### config.mk
export PLATFORM = sky130hd
export DESIGN_NAME = lsu_mem_initiator
export DESIGN_NICKNAME = d
export VERILOG_FILES = /design/src/rtl/lsu_pkg.sv /design/src/rtl/lsu_mask_encode.sv /design/src/rtl/lsu_mem_initiator.sv
export SDC_FILE = /design/constraint.sdc
export NUM_CORES = 1
export LEC_CHECK = 0
export CAP_MARGIN = 20
export CORE_AREA = 4 4 154 97
export CTS_CLUSTER_DIAMETER = 200
export DETAILED_ROUTE_END_ITERATION = 6
export DIE_AREA = 0 0 158 101
export GPL_TIMING_DRIVEN = 0
export PLACE_DENSITY = 0.68
export SYNTH_ARGS = -nofsm -noshare
export SYNTH_HDL_FRONTEND = slang
export SYNTH_HIERARCHICAL = 1
export SYNTH_SLANG_ARGS = --single-unit
### constraint.sdc
create_clock -name clk -period 4.1 [get_ports clk]
set_input_delay 0.82 -clock clk [delete_from_list [all_inputs] [get_ports clk]]
set_output_delay 0.82 -clock clk [all_outputs]
set_load 0.005 [all_outputs]
### src/rtl/lsu_pkg.sv
// Shared funct3 codes, memory sign_mask constants and initiator state encoding.
package lsu_pkg;

    localparam logic [2:0] F3_B  = 3'b000;
    localparam logic [2:0] F3_H  = 3'b001;
    localparam logic [2:0] F3_W  = 3'b010;
    localparam logic [2:0] F3_BU = 3'b100;
    localparam logic [2:0] F3_HU = 3'b101;

    // bit3 sign-extend, bit2 word, bit1 half, bit0 byte
    localparam logic [3:0] MASK_LB  = 4'b1001;
    localparam logic [3:0] MASK_LBU = 4'b0001;
    localparam logic [3:0] MASK_LH  = 4'b1011;
    localparam logic [3:0] MASK_LHU = 4'b0011;
    localparam logic [3:0] MASK_LW  = 4'b0111;
    localparam logic [3:0] MASK_SB  = 4'b0001;
    localparam logic [3:0] MASK_SH  = 4'b0011;
    localparam logic [3:0] MASK_SW  = 4'b0111;

    typedef enum logic [2:0] {
        S_IDLE    = 3'd0,
        S_ISSUE   = 3'd1,
        S_CAPTURE = 3'd2,
        S_WSTALL  = 3'd3,
        S_RESP    = 3'd4
    } state_e;

endpackage

### src/rtl/lsu_mask_encode.sv
// Combinational funct3 -> sign_mask decode with alignment and legality flags.
// Zero latency; no handshake.
module lsu_mask_encode
    import lsu_pkg::*;
(
    input  logic [2:0] funct3_i,
    input  logic       is_store_i,
    input  logic [1:0] addr_lo_i,
    output logic [3:0] sign_mask_o,
    output logic       misaligned_o,
    output logic       illegal_o,
    output logic [1:0] aligned_addr_lo_o
);

    always_comb begin
        sign_mask_o       = 4'b0000;
        misaligned_o      = 1'b0;
        illegal_o         = 1'b0;
        aligned_addr_lo_o = addr_lo_i;
        case (funct3_i)
            F3_B: sign_mask_o = is_store_i ? MASK_SB : MASK_LB;
            F3_H: begin
                sign_mask_o       = is_store_i ? MASK_SH : MASK_LH;
                misaligned_o      = addr_lo_i[0];
                aligned_addr_lo_o = {addr_lo_i[1], 1'b0};
            end
            F3_W: begin
                sign_mask_o       = is_store_i ? MASK_SW : MASK_LW;
                misaligned_o      = |addr_lo_i;
                aligned_addr_lo_o = 2'b00;
            end
            F3_BU: begin
                if (is_store_i) illegal_o = 1'b1;
                else            sign_mask_o = MASK_LBU;
            end
            F3_HU: begin
                if (is_store_i) begin
                    illegal_o = 1'b1;
                end else begin
                    sign_mask_o       = MASK_LHU;
                    misaligned_o      = addr_lo_i[0];
                    aligned_addr_lo_o = {addr_lo_i[1], 1'b0};
                end
            end
            default: illegal_o = 1'b1;
        endcase
    end

endmodule

### src/rtl/lsu_mem_initiator.sv
// MEM-stage initiator for the data memory; LSU_MISALIGN_TRAP_EN makes misaligned half/word an error.
// Accept->resp_valid: load 3, store >=4, error 1; req_ready only in IDLE, response held until resp_ready.
module lsu_mem_initiator
    import lsu_pkg::*;
#(
    parameter int ADDR_WIDTH    = 32,
    parameter int STALL_TIMEOUT = 15
) (
    input  logic                  clk,
    input  logic                  reset,
    input  logic                  req_valid,
    output logic                  req_ready,
    input  logic                  req_is_store,
    input  logic [2:0]            req_funct3,
    input  logic [ADDR_WIDTH-1:0] req_addr,
    input  logic [31:0]           req_wdata,
    output logic                  resp_valid,
    input  logic                  resp_ready,
    output logic [31:0]           resp_rdata,
    output logic                  resp_err,
    output logic [31:0]           mem_addr,
    output logic [31:0]           mem_wdata,
    output logic                  mem_read,
    output logic                  mem_write,
    output logic [3:0]            mem_sign_mask,
    input  logic [31:0]           mem_rdata,
    input  logic                  mem_stall,
    output logic                  busy
);

    localparam int CW = $clog2(STALL_TIMEOUT + 1);

    state_e                state_q, state_d;
    logic                  is_store_q, is_store_d;
    logic [ADDR_WIDTH-1:0] addr_q, addr_d;
    logic [31:0]           wdata_q, wdata_d;
    logic [3:0]            mask_q, mask_d;
    logic [CW-1:0]         cnt_q, cnt_d;
    logic [31:0]           rdata_q, rdata_d;
    logic                  err_q, err_d;

    logic [3:0]            enc_mask;
    logic                  enc_misaligned;
    logic                  enc_illegal;
    logic [1:0]            enc_addr_lo;
    logic                  req_err;
    logic [ADDR_WIDTH-1:0] req_addr_eff;

    lsu_mask_encode u_mask_encode (
        .funct3_i          (req_funct3),
        .is_store_i        (req_is_store),
        .addr_lo_i         (req_addr[1:0]),
        .sign_mask_o       (enc_mask),
        .misaligned_o      (enc_misaligned),
        .illegal_o         (enc_illegal),
        .aligned_addr_lo_o (enc_addr_lo)
    );

`ifdef LSU_MISALIGN_TRAP_EN
    logic unused_addr_lo;
    assign unused_addr_lo = ^enc_addr_lo;
    assign req_err        = enc_illegal | enc_misaligned;
    assign req_addr_eff   = req_addr;
`else
    // Misaligned half/word accesses are silently rounded down to their natural boundary.
    logic unused_misaligned;
    assign unused_misaligned = enc_misaligned;
    assign req_err           = enc_illegal;
    assign req_addr_eff      = {req_addr[ADDR_WIDTH-1:2], enc_addr_lo};
`endif

    always_comb begin
        state_d       = state_q;
        is_store_d    = is_store_q;
        addr_d        = addr_q;
        wdata_d       = wdata_q;
        mask_d        = mask_q;
        cnt_d         = cnt_q;
        rdata_d       = rdata_q;
        err_d         = err_q;
        mem_read      = 1'b0;
        mem_write     = 1'b0;
        mem_addr      = '0;
        mem_wdata     = '0;
        mem_sign_mask = '0;

        if (state_q inside {S_ISSUE, S_CAPTURE, S_WSTALL}) begin
            mem_addr      = 32'(addr_q);
            mem_sign_mask = mask_q;
            mem_wdata     = is_store_q ? wdata_q : '0;
        end

        case (state_q)
            S_IDLE: begin
                if (req_valid) begin
                    is_store_d = req_is_store;
                    addr_d     = req_addr_eff;
                    wdata_d    = req_wdata;
                    mask_d     = enc_mask;
                    rdata_d    = '0;
                    cnt_d      = '0;
                    err_d      = req_err;
                    state_d    = req_err ? S_RESP : S_ISSUE;
                end
            end
            S_ISSUE: begin
                mem_read  = ~is_store_q;
                mem_write = is_store_q;
                state_d   = is_store_q ? S_WSTALL : S_CAPTURE;
            end
            S_CAPTURE: begin
                rdata_d = mem_rdata;
                state_d = S_RESP;
            end
            S_WSTALL: begin
                cnt_d = cnt_q + CW'(1);
                if (!mem_stall) begin
                    state_d = S_RESP;
                end else if (cnt_q == CW'(STALL_TIMEOUT - 1)) begin
                    err_d   = 1'b1;
                    state_d = S_RESP;
                end
            end
            S_RESP: begin
                if (resp_ready) state_d = S_IDLE;
            end
            default: state_d = S_IDLE;
        endcase
    end

    always_ff @(posedge clk) begin
        if (reset) begin
            state_q    <= S_IDLE;
            is_store_q <= 1'b0;
            addr_q     <= '0;
            wdata_q    <= '0;
            mask_q     <= '0;
            cnt_q      <= '0;
            rdata_q    <= '0;
            err_q      <= 1'b0;
        end else begin
            state_q    <= state_d;
            is_store_q <= is_store_d;
            addr_q     <= addr_d;
            wdata_q    <= wdata_d;
            mask_q     <= mask_d;
            cnt_q      <= cnt_d;
            rdata_q    <= rdata_d;
            err_q      <= err_d;
        end
    end

    assign req_ready  = (state_q == S_IDLE);
    assign busy       = (state_q != S_IDLE);
    assign resp_valid = (state_q == S_RESP);
    assign resp_rdata = rdata_q;
    assign resp_err   = err_q;

endmodule

==> run summary, run 1 <==
The worst-case clock buffer depth is 2. The number of diodes added for antenna fixing came out at 0. Counting both buffers and inverters, the worst setup path holds a total of 3. The number of warnings reported in the yosys synthesis log came out at 6.

The met1 layer usage reported by global route came out at 26.4%. The worst slack at placement is 1.02 ns. The final critical path takes up 82.9% of the cycle. The hold violation count in the final report is 0. At the pin with the least slew margin, the transition time is 0.794 ns.

The max-slew headroom at the worst pin came out at 46.8%. The initialized floorplan defines 33 standard-cell rows. The critical path data required time came out at 3.28 ns.

The post-detailed-route DRC marker count came out at 0. In the global route stage, overall resource usage came out at 19.1%. Setup repair after global routing left no endpoint under its margin. Dividing the synthesized area by the synthesized cell count gives 7.74 µm². The core area is 13400 µm². The worst setup path is launched from a flop. The slowest stage cell on the critical path is sky130_fd_sc_hd__clkdlybuf4s50_1.

TritonCTS built the clock tree. The final setup violation count came out at 0. The most numerous cell type found on the critical path is sky130_fd_sc_hd__nor2_1. The fraction of the core area covered by cells at the end of the flow came out at 53.5%. The fmax came out at 294 MHz. The quantity of gates resized following cts came out at 0. The number of maximum-capacitance violations came out at 0. The arrival time at the worst endpoint came out at 2.58 ns. Per report_power, the sequential group accounts for 47.5% of the total. The buffers inserted during post-CTS setup optimization came out at 0.

The maximum vdd ir drop came out at 0.000187 V. The switching power share of the total is 26.5%. The synthesized cell area came out at 4600 µm². After filler insertion, the fill cell instance count of the layout stands at 1281.

The dominant delay contributor by cell family on the critical path is buffers and inverters. The net count of the finished layout is 919. The floorplan step defined a die boundary enclosing 16000 µm². The met3 track demand over resource came out at 6.18%.

The remaining global-route overflow came out at 0. Clock latency on the worst-skew pair, taken at its later pin, is 0.34 ns. The final max-slew violation count came to 0. The clock period minus worst slack came out at 3.40 ns. For this block, the routed nets add up to 15900 µm of wire.

The first detailed-routing pass ran for 4 iterations. The number of primary I/O pins came out at 211. The instance count of the mapped netlist came out at 594.

The critical path goes through nor2_1, nor2_1, clkbuf_2, clkbuf_1, and2_1, clkdlybuf4s50_1. Global routing used 29.1% of the available met2 tracks. From synthesis to final layout, the design area changed by 56.2%. The die is 101 µm tall. The pin count of the biggest net entering global routing came out at 19. The proportion of power drawn by combinational gates came out at 16.9%. The post-route netlist has 4.65% of its cells at a drive strength greater than 1. The number of global-route vias before repair came out at 4697. The average via count per standard cell is 4.83.

In the final routed layout, each cell accounts on average for 16.0 µm. Leaving out fill and tap cells, the most frequent cell in the layout is sky130_fd_sc_hd__clkdlybuf4s50_1. Routability-driven placement finished with a final weighted congestion of 0.830.

The endpoint kind of the worst setup timing path is an output pin. The port buffer count came out at 207. The run finished with clean final reports.

Summed over all cells, the static leakage comes to 2.71 nW. The overall via count from detail_route is 4795. The die extent in x is 158 µm. Once routing completed, OpenROAD measured the worst setup slack at 0.700 ns. The number of sinks on the clock net is 109. For this design the ratio of total power to cell area is 336 nW/µm². The sequential cell area came out at 2180 µm². The setup clock skew after layout is 0.00799 ns. In this run the worst path has a maximum fanout of 10. The violation count after the first detailed-routing iteration came out at 264. The internal power of the cells totals 0.00177 W.

The setup total negative slack came out at 0 ns. The number of buffers inserted by hold repair at cts is 0. The tightest hold path in the finished design has a slack of 0.453 ns.

By startpoint and endpoint, the worst setup path is classified as reg2out. The H-tree was split into 3 levels. Clock-pin slew was measured on the worst setup and hold paths at 0.07 ns. The number of antenna-violating nets in the routed design is 0. The most congested layer reported by global routing is met2. The clock network burns 35.6% of the power. In this run the clock root is driven by a sky130_fd_sc_hd__clkbuf_16. The total clock buffers created by CTS is 9. The initial core utilization is 34.2%.

The wire length of the first global-routing pass is 24100 µm. The initial antenna violation count came out at 0. The power dissipated by switching net loads is 0.000638 W. The net count after synthesis is 701. The library cells used most frequently in the layout, excluding fill and tap cells, are sky130_fd_sc_hd__clkdlybuf4s50_1 (207), sky130_fd_sc_hd__nand2_1 (174), sky130_fd_sc_hd__dfxtp_1 (109). The area taken by multi-input logic gates came out at 2120 µm². The critical path's largest stage delay came out at 0.54 ns. In this run the worst hold path is classified as reg2reg. The sum of net half-perimeters after detailed placement came out at 12300 µm.
[layout make-up]
class | instances | area share, %
sequential | 109 | 30.4
multi-input combinational | 428 | 29.5
timing repair buffer | 207 | 28.9
buffer | 53 | 3.87
clock buffer | 12 | 3.57
tap | 175 | 3.05
inverter | 4 | 0.209
clock inverter | 4 | 0.523
[tightest hold or removal path, delay by kind of cell (launching register included)]
family | cells | cell delay [ns]
flip-flops | 1 | 0.31
AND/OR/NAND/NOR | 1 | 0.05
AO/OA/AOI/OAI | 1 | 0.05
[power groups by stage]
stage	Clock (W)	Sequential, W	Combinational [W]
after floorplan	0	0.00116	0.000201
after global placement	0	0.00117	0.000401
after detailed placement	0	0.00117	0.000409
after CTS	0.000884	0.00114	0.000411
after global routing	0.000925	0.00115	0.000451
final	0.000859	0.00114	0.000407
[per-stage QoR]
step / total power [W] / cells / instance area [µm²]
after floorplan: 0.00136 / 594 / 4600
after global placement: 0.00157 / 976 / 6890
after detailed placement: 0.00158 / 976 / 6890
after CTS: 0.00244 / 992 / 7180
after global routing: 0.00253 / 992 / 7180
final: 0.00241 / 992 / 7180
[final timing paths]
check	from	to	slack (ns)	cells past startpoint
max reg2reg	state_q[2]	resp_rdata[27]	2.13	5
max	state_q[0]	mem_sign_mask[2]	0.70	6
min reg2reg	addr_q[28]	addr_q[28]	0.45	2
min	addr_q[28]	addr_q[28]	0.45	2
[registers in the layout, summed over array words and instances, names as in the netlist]
register,count
cnt_q,4
mask_q,4
resp_rdata,32
is_store_q,1
addr_q,32
state_q,3
resp_err,1
wdata_q,32
[per-layer routing]
layer / routed length, µm / up-vias
met3: 1420 / 24
met2: 6740 / 188
li1: - / 2403
met1: 7510 / 2180
met4: 227 / 0
met5: 0 / -
No activity file was read; power rests on OpenSTA's default activity.
==> run 2, diff against run 1 <==
==> constraint.sdc (replaced) <==
create_clock -name clk -period 3.2 [get_ports clk]
set_input_delay 0.64 -clock clk [delete_from_list [all_inputs] [get_ports clk]]
set_output_delay 0.64 -clock clk [all_outputs]
set_load 0.005 [all_outputs]
==> run 2 against run 1 <==
Routed wire length fell by 0.26%; global-route usage did not move; non-clock buffer count did not move; cell count did not move; final area barely moved; die area did not move; highest routed layer unchanged.
==> run summary, run 2 (same netlist as run 1, synthesis figures left out) <==
The overall via count from detail_route came out at 4789 (-0.13%). The fraction of the core area covered by cells at the end of the flow came to 53.5% (about the same). The violation count after the first detailed-routing iteration came out at 232 (-12%). The worst setup path is of the reg2out kind. The final max-slew violation count came to 0 (unchanged). The setup total negative slack is 0 ns (unchanged).

The wire length per cell was 16.0 µm (-0.26%). The area taken by multi-input logic gates came out at 2120 µm² (+0.12%). The buffer and inverter count on the worst path is 3 (unchanged). The clock-pin slew of the registers on the worst-case setup and hold paths is 0.07 ns (about the same). The proportion of layout cells with a drive suffix above 1 came out at 5.02% (+0.37 points).

The critical path goes through nor2_1, nor2_2, buf_2, clkbuf_2, and2_1, clkdlybuf4s50_1. After layout, the minimum clock period comes to 3.01 ns. The total clock buffers created by CTS came out at 9 (unchanged). The die extent in x came out at 158 µm (unchanged).

The worst-case clock buffer depth is 2 (unchanged). The critical path data required time is 2.56 ns (-0.72 ns). The pin slew with the least headroom to its limit is 0.798 ns (+0.00409 ns). The number of core rows is 33 (unchanged). Signal routing reaches up to met4. The average via count per standard cell came out at 4.83 (-0.13%).

The number of sinks on the clock net was 109 (unchanged). The later-pin clock latency in the skew report came out at 0.34 ns (about the same). The critical path's largest stage delay came out at 0.54 ns (about the same). The wire length the detailed router placed on met1 is 7470 µm (-0.43%). The power density over the cells is 429 nW/µm² (+28%). The final RePlAce weighted congestion came out at 0.830 (unchanged).

The buffers inserted during post-CTS setup optimization is 0 (unchanged). The final net count is 919 (unchanged). The final setup violation count is 0 (unchanged). The leakage power came out at 2.71 nW (+0.26%). The remaining global-route overflow is 0 (unchanged).

The largest driver fanout on the critical path was 10 (unchanged). The flow ran to the end, and the final reports show no timing, DRC or antenna violations. The setup clock skew after layout came out at 0.00821 ns (+0.000223 ns).

The H-tree depth reported by CTS came out at 3 (unchanged). The amount of wire on met2 after detailed routing is 6710 µm (-0.43%). The total length of routed wires is 15900 µm (-0.26%). The worst setup path is captured at an output pin. The pin count of the biggest net entering global routing is 19 (unchanged). The number of maximum-capacitance violations came out at 0 (unchanged). The sequential cell area was 2180 µm² (unchanged). TritonCTS built the clock tree. The worst slack at placement is 0.302 ns (-0.720 ns). The library cells used most frequently in the layout, excluding fill and tap cells, are sky130_fd_sc_hd__clkdlybuf4s50_1 (207), sky130_fd_sc_hd__nand2_1 (174), sky130_fd_sc_hd__dfxtp_1 (109). Setup repair after global routing left no endpoint under its margin. The sum of net half-perimeters after detailed placement is 12300 µm (unchanged). The number of antenna-violating nets in the routed design is 0 (unchanged). Grouping stages by cell kind, the critical path spends the most delay in buffers and inverters. The cell at the root of the clock tree is sky130_fd_sc_hd__clkbuf_16. The tightest min-delay check is of the reg2reg type. The wire length of the first global-routing pass came out at 24100 µm (unchanged). The total of fill cells in the finished design is 1280 (-0.078%). The sort of element at the start of the critical path is a flop.

The max-slew headroom at the worst pin came out at 46.6% (-0.27 points). In the finished design, the share of the clock period the worst path needs comes to 94.0%. The full die area is 16000 µm² (unchanged). The library cell used most frequently in the layout, excluding fill and tap cells, is sky130_fd_sc_hd__clkdlybuf4s50_1. The overall routing resource usage is 19.1% (unchanged).

The overall power came out at 0.00309 W (+28%). The core area came out at 13400 µm² (unchanged). The port buffer count is 207 (unchanged). The initial antenna violation count is 0 (unchanged). The slowest stage of the critical path belongs to the cell sky130_fd_sc_hd__clkdlybuf4s50_1. The die height came to 101 µm (unchanged). The hold violation count in the final report came out at 0 (unchanged). The arrival time at the worst endpoint is 2.37 ns (-0.21 ns). The number of global-route vias before repair is 4697 (unchanged).

The maximum vdd ir drop is 0.000241 V (+29%). The post-synthesis to final-layout area growth is 56.4% (about the same). The fmax is 332 MHz. The wire length on met3 came out at 1430 µm (+0.42%).

The worst setup margin came to 0.191 ns (-0.509 ns). The post-detailed-route DRC marker count came out at 0 (unchanged). The number of diodes added for antenna fixing came to 0 (unchanged). The initial core utilization came to 34.2% (unchanged). The detailed-router iteration count before antenna repair is 4 (unchanged). The number of primary I/O pins is 211 (unchanged).
[run 2: changes by cell type in the layout (fill, tap and decap cells not counted)]
cell and delta:
sky130_fd_sc_hd__nor2_1 -1, sky130_fd_sc_hd__buf_2 +1, sky130_fd_sc_hd__clkbuf_2 +1, sky130_fd_sc_hd__nor2_2 +1, sky130_fd_sc_hd__clkbuf_1 -2
[run 2: where the power goes]
part           leakage (nW)  switching, W  internal (W)  total (W)
logic                  1.68      0.000265      0.000257   0.000522
clock network         0.146      0.000514      0.000584    0.00110
registers             0.890     0.0000363       0.00143    0.00147
[run 2: layer usage]
metal | track usage, % | vias to the layer above
li1 | - | 2403
met1 | 26.4 | 2172
met2 | 29.1 | 189
met3 | 6.18 | 25
met4 | 4.59 | 0
met5 | 0 | -
[run 2: tightest hold or removal path, delay by kind of cell, from the launching register on]
kind               cells  cell delay (ns)
AOI/OAI and AO/OA      1             0.05
and+or+nand+nor        1             0.05
DFF                    1             0.31
[run 2: worst paths after layout]
| check | cells after the start | from | slack, ns | to |
|---|---|---|---|---|
| min reg2reg | 2 | wdata_q[22] | 0.45 | wdata_q[22] |
| max | 6 | state_q[0] | 0.19 | mem_sign_mask[2] |
| min | 2 | wdata_q[22] | 0.45 | wdata_q[22] |
| max reg2reg | 5 | state_q[2] | 1.22 | resp_rdata[27] |
[run 2: metrics by stage]
stage | instance area (µm²) | hold slack, ns | instances
floorplan | 4600 | 0.432 | 594
finish | 7190 | 0.453 | 992
global placement | 6890 | 0.437 | 976
detailed placement | 6890 | 0.443 | 976
CTS | 7180 | 0.454 | 992
global route | 7190 | 0.470 | 992
[run 2: repair_timing]
action / CTS / global route
cloned: 0 / 0
hold buffers: 0 / 0
setup endpoints to repair: 17 / 21
gates resized for setup: 2 / 2
[run 2: cell type report]
type | count | area share, %
Timing Repair Buffer | 207 | 28.8
Inverter | 4 | 0.209
Tap cell | 175 | 3.05
Multi-Input combinational cell | 428 | 29.5
Buffer | 53 | 3.90
Clock buffer | 12 | 3.57
Sequential cell | 109 | 30.4
Clock inverter | 4 | 0.522
==> run 3, diff against run 2 <==
--- a/config.mk
+++ b/config.mk
@@ -6,12 +6,15 @@
 export NUM_CORES = 1
 export LEC_CHECK = 0
 export CAP_MARGIN = 20
-export CORE_AREA = 4 4 154 97
+export CELL_PAD_IN_SITES_DETAIL_PLACEMENT = 2
+export CELL_PAD_IN_SITES_GLOBAL_PLACEMENT = 2
+export CORE_AREA = 4 4 193 120
 export CTS_CLUSTER_DIAMETER = 200
 export DETAILED_ROUTE_END_ITERATION = 6
-export DIE_AREA = 0 0 158 101
+export DIE_AREA = 0 0 197 124
 export GPL_TIMING_DRIVEN = 0
-export PLACE_DENSITY = 0.68
+export PLACE_DENSITY_LB_ADDON = 0.1
+export SKIP_CTS_REPAIR_TIMING = 1
 export SYNTH_ARGS = -nofsm -noshare
 export SYNTH_HDL_FRONTEND = slang
 export SYNTH_HIERARCHICAL = 1
==> run 3 against run 2 <==
Sequential share of layout area decreased by 0.51 points; via count rose by 2.6%; flip-flop and latch count unchanged; clock skew rose by 0.0023 ns; die area is 53% higher; final area up 1.8%; fmax up 0.85%; setup slack better by 0.025 ns; clock power barely moved; hold slack better by 0.0040 ns; combinational power grew 5.0%.
==> run summary, run 3 (same netlist as run 1, synthesis figures left out) <==
The proportion of power drawn by combinational gates was 17.6% (+0.7 points). The post-route clock period utilization is 93.2% (-0.79 points). The cell sitting at the root of the clock tree is a sky130_fd_sc_hd__clkbuf_16. The number of maximum-capacitance violations is 0 (unchanged).

The average via count per standard cell came out at 4.46 (-7.6%). The max-slew headroom at the worst pin was 44.0% (-2.6 points). The worst-case clock buffer depth came out at 2 (unchanged). The critical path data required time was 2.56 ns (about the same). The violation count after the first detailed-routing iteration came out at 126 (-46%). The number of primary I/O pins came out at 211 (unchanged). The core area is 21500 µm² (+61%). The final max-slew violation count was 0 (unchanged). The number of antenna-violating nets in the routed design is 0 (unchanged). The worst setup path category is reg2out.

The most common cell after layout, fill and taps aside is sky130_fd_sc_hd__clkdlybuf4s50_1. The overall via count from detail_route came out at 4915 (+2.6%). The setup clock skew after layout is 0.0105 ns (+0.00231 ns). The switching power share of the total came out at 28.0% (+1.6 points).

The die extent in x came to 197 µm (+25%). The remaining global-route overflow came out at 0 (unchanged). The initial core utilization came out at 21.3% (-13 points). STA classifies the critical path endpoint as an output pin. The sum of net half-perimeters after detailed placement was 16200 µm (+31%). The number of sinks on the clock net came out at 109 (unchanged). The largest driver fanout on the critical path is 10 (unchanged).

The total length of routed wires came out at 20300 µm (+28%). The overall routing resource usage is 16.2% (-2.9 points). The pin slew with the least headroom to its limit is 0.837 ns (+0.0382 ns). The clock period minus worst slack is 2.98 ns (-0.0254 ns). The pin count of the biggest net entering global routing is 18 (-1). The number of diodes added for antenna fixing is 0 (unchanged). The flow ran to the end, and the final reports show no timing, DRC or antenna violations.

The instance count after placement with tap cells included is 1087 (+11%). The number of core rows came out at 42 (+27%). The H-tree depth reported by CTS was 3 (unchanged).

The register-to-register path setup slack is 1.24 ns (+0.02 ns). The CTS tree is built. In the layout the commonest cells are sky130_fd_sc_hd__clkdlybuf4s50_1 (207), sky130_fd_sc_hd__nand2_1 (174), sky130_fd_sc_hd__dfxtp_1 (108). The hold violation count in the final report came out at 0 (unchanged).

The proportion of layout cells with a drive suffix above 1 is 5.02% (+0.0061 points). The worst slack at placement came to -0.0333 ns (-0.335 ns). Setup repair after global routing left no endpoint under its margin. The internal power was 0.00224 W (-1.4%).

The final setup violation count came out at 0 (unchanged). The initial antenna violation count is 0 (unchanged). The detailed-router iteration count before antenna repair is 6 (+2). The final net count is 919 (unchanged).

The clock-pin slew of the registers on the worst-case setup and hold paths is 0.07 ns (about the same). The arrival time at the worst endpoint came out at 2.34 ns (-0.03 ns). The total clock buffers created by CTS is 9 (unchanged). The worst hold path belongs to the class reg2reg. The leakage power came out at 2.70 nW (-0.62%). The die height is 124 µm (+23%).

The register share of total power came out at 47.3% (-0.2 points). Grouping stages by cell kind, the critical path spends the most delay in buffers and inverters. The power dissipated by switching net loads is 0.000870 W (+6.8%). The buffer and inverter count on the worst path is 3 (unchanged). The wire length per cell came out at 18.5 µm (+16%).

The signal on the critical path passes through nor2_1, nor2_4, clkbuf_2, clkbuf_2, and2_1, clkdlybuf4s50_1. The worst setup margin is 0.216 ns (+0.0254 ns). The number of global-route vias before repair is 5452 (+16%). The power density over the cells came out at 425 nW/µm² (-0.96%). The post-detailed-route DRC marker count came out at 0 (unchanged). The part of the power in the clock network is 35.1% (-0.5 points). The wire length of the first global-routing pass was 30400 µm (+26%).

The critical path's largest stage delay came out at 0.51 ns (-0.03 ns). The full die area was 24400 µm² (+53%). The fmax was 335 MHz (+0.85%).

For this design, the slowest cell found on the critical path is sky130_fd_sc_hd__clkdlybuf4s50_1. The final RePlAce weighted congestion is 0.742 (-11%). The final standard cell count with taps included and fillers excluded was 1102 (+11%).

The maximum vdd ir drop came out at 0.000244 V (+1.4%). The port buffer count came out at 207 (unchanged). STA classifies the critical path startpoint as a flop. By instance count, the cell type seen most on the critical path is sky130_fd_sc_hd__clkbuf_2. From synthesis to final layout, the design area changed by 59.1%. The later-pin clock latency in the skew report came out at 0.36 ns (+0.02 ns).
## run 3: final timing paths
path | startpoint | end | cells past startpoint
max | state_q[0] | mem_addr[26] | 6
min | wdata_q[3] | wdata_q[3] | 2
min reg2reg | wdata_q[3] | wdata_q[3] | 2
max reg2reg | state_q[2] | resp_rdata[5] | 5
## run 3: area by class of cell
cell class,count,area [µm²]
inverter,4,15.0
clock buffer,11,243
timing repair buffer,207,2070
buffer,53,280
multi-input combinational,428,2130
tap,286,358
sequential,109,2180
clock inverter,4,32.5
fill,2469,14200
## run 3: power by group through the flow
stage	sequential, W	clock (W)	combinational (W)
2_1_floorplan	0.00149	0	0.000257
3_3_place_gp	0.00149	0	0.000535
3_5_place_dp	0.00150	0	0.000557
4_1_cts	0.00147	0.00114	0.000560
5_1_grt	0.00148	0.00119	0.000610
6_report	0.00147	0.00109	0.000548
## run 3: metrics by stage
step                      hold WS [ns]  util, %  total power, W  area, µm²  setup TNS [ns]
final                            0.457     33.9         0.00311       7310               0
after global routing             0.480     33.9         0.00328       7310               0
after CTS                        0.459     33.9         0.00317       7300          -10.98
after detailed placement         0.448     32.6         0.00206       7030          -0.157
after global placement           0.437     32.6         0.00203       7030               0
after floorplan                  0.432        -         0.00174       4600               0
## run 3: per-layer routing
| metal | vias up | wire length, µm | GRT usage (%) |
|---|---|---|---|
| met2 | 104 | 9090 | 25.9 |
| met5 | - | 0 | 0 |
| met3 | 11 | 1060 | 4.84 |
| met4 | 0 | 161 | 3.25 |
| met1 | 2406 | 10000 | 21.9 |
| li1 | 2394 | - | - |
## run 3: worst register-to-register path, stage by stage, from the launching register on
cell and delay [ns]:
sky130_fd_sc_hd__dfxtp_1 0.39, sky130_fd_sc_hd__clkbuf_1 0.27, sky130_fd_sc_hd__nor3b_2 0.51, sky130_fd_sc_hd__clkbuf_1 0.46
sky130_fd_sc_hd__nand2_1 0.12, sky130_fd_sc_hd__a21oi_1 0.14
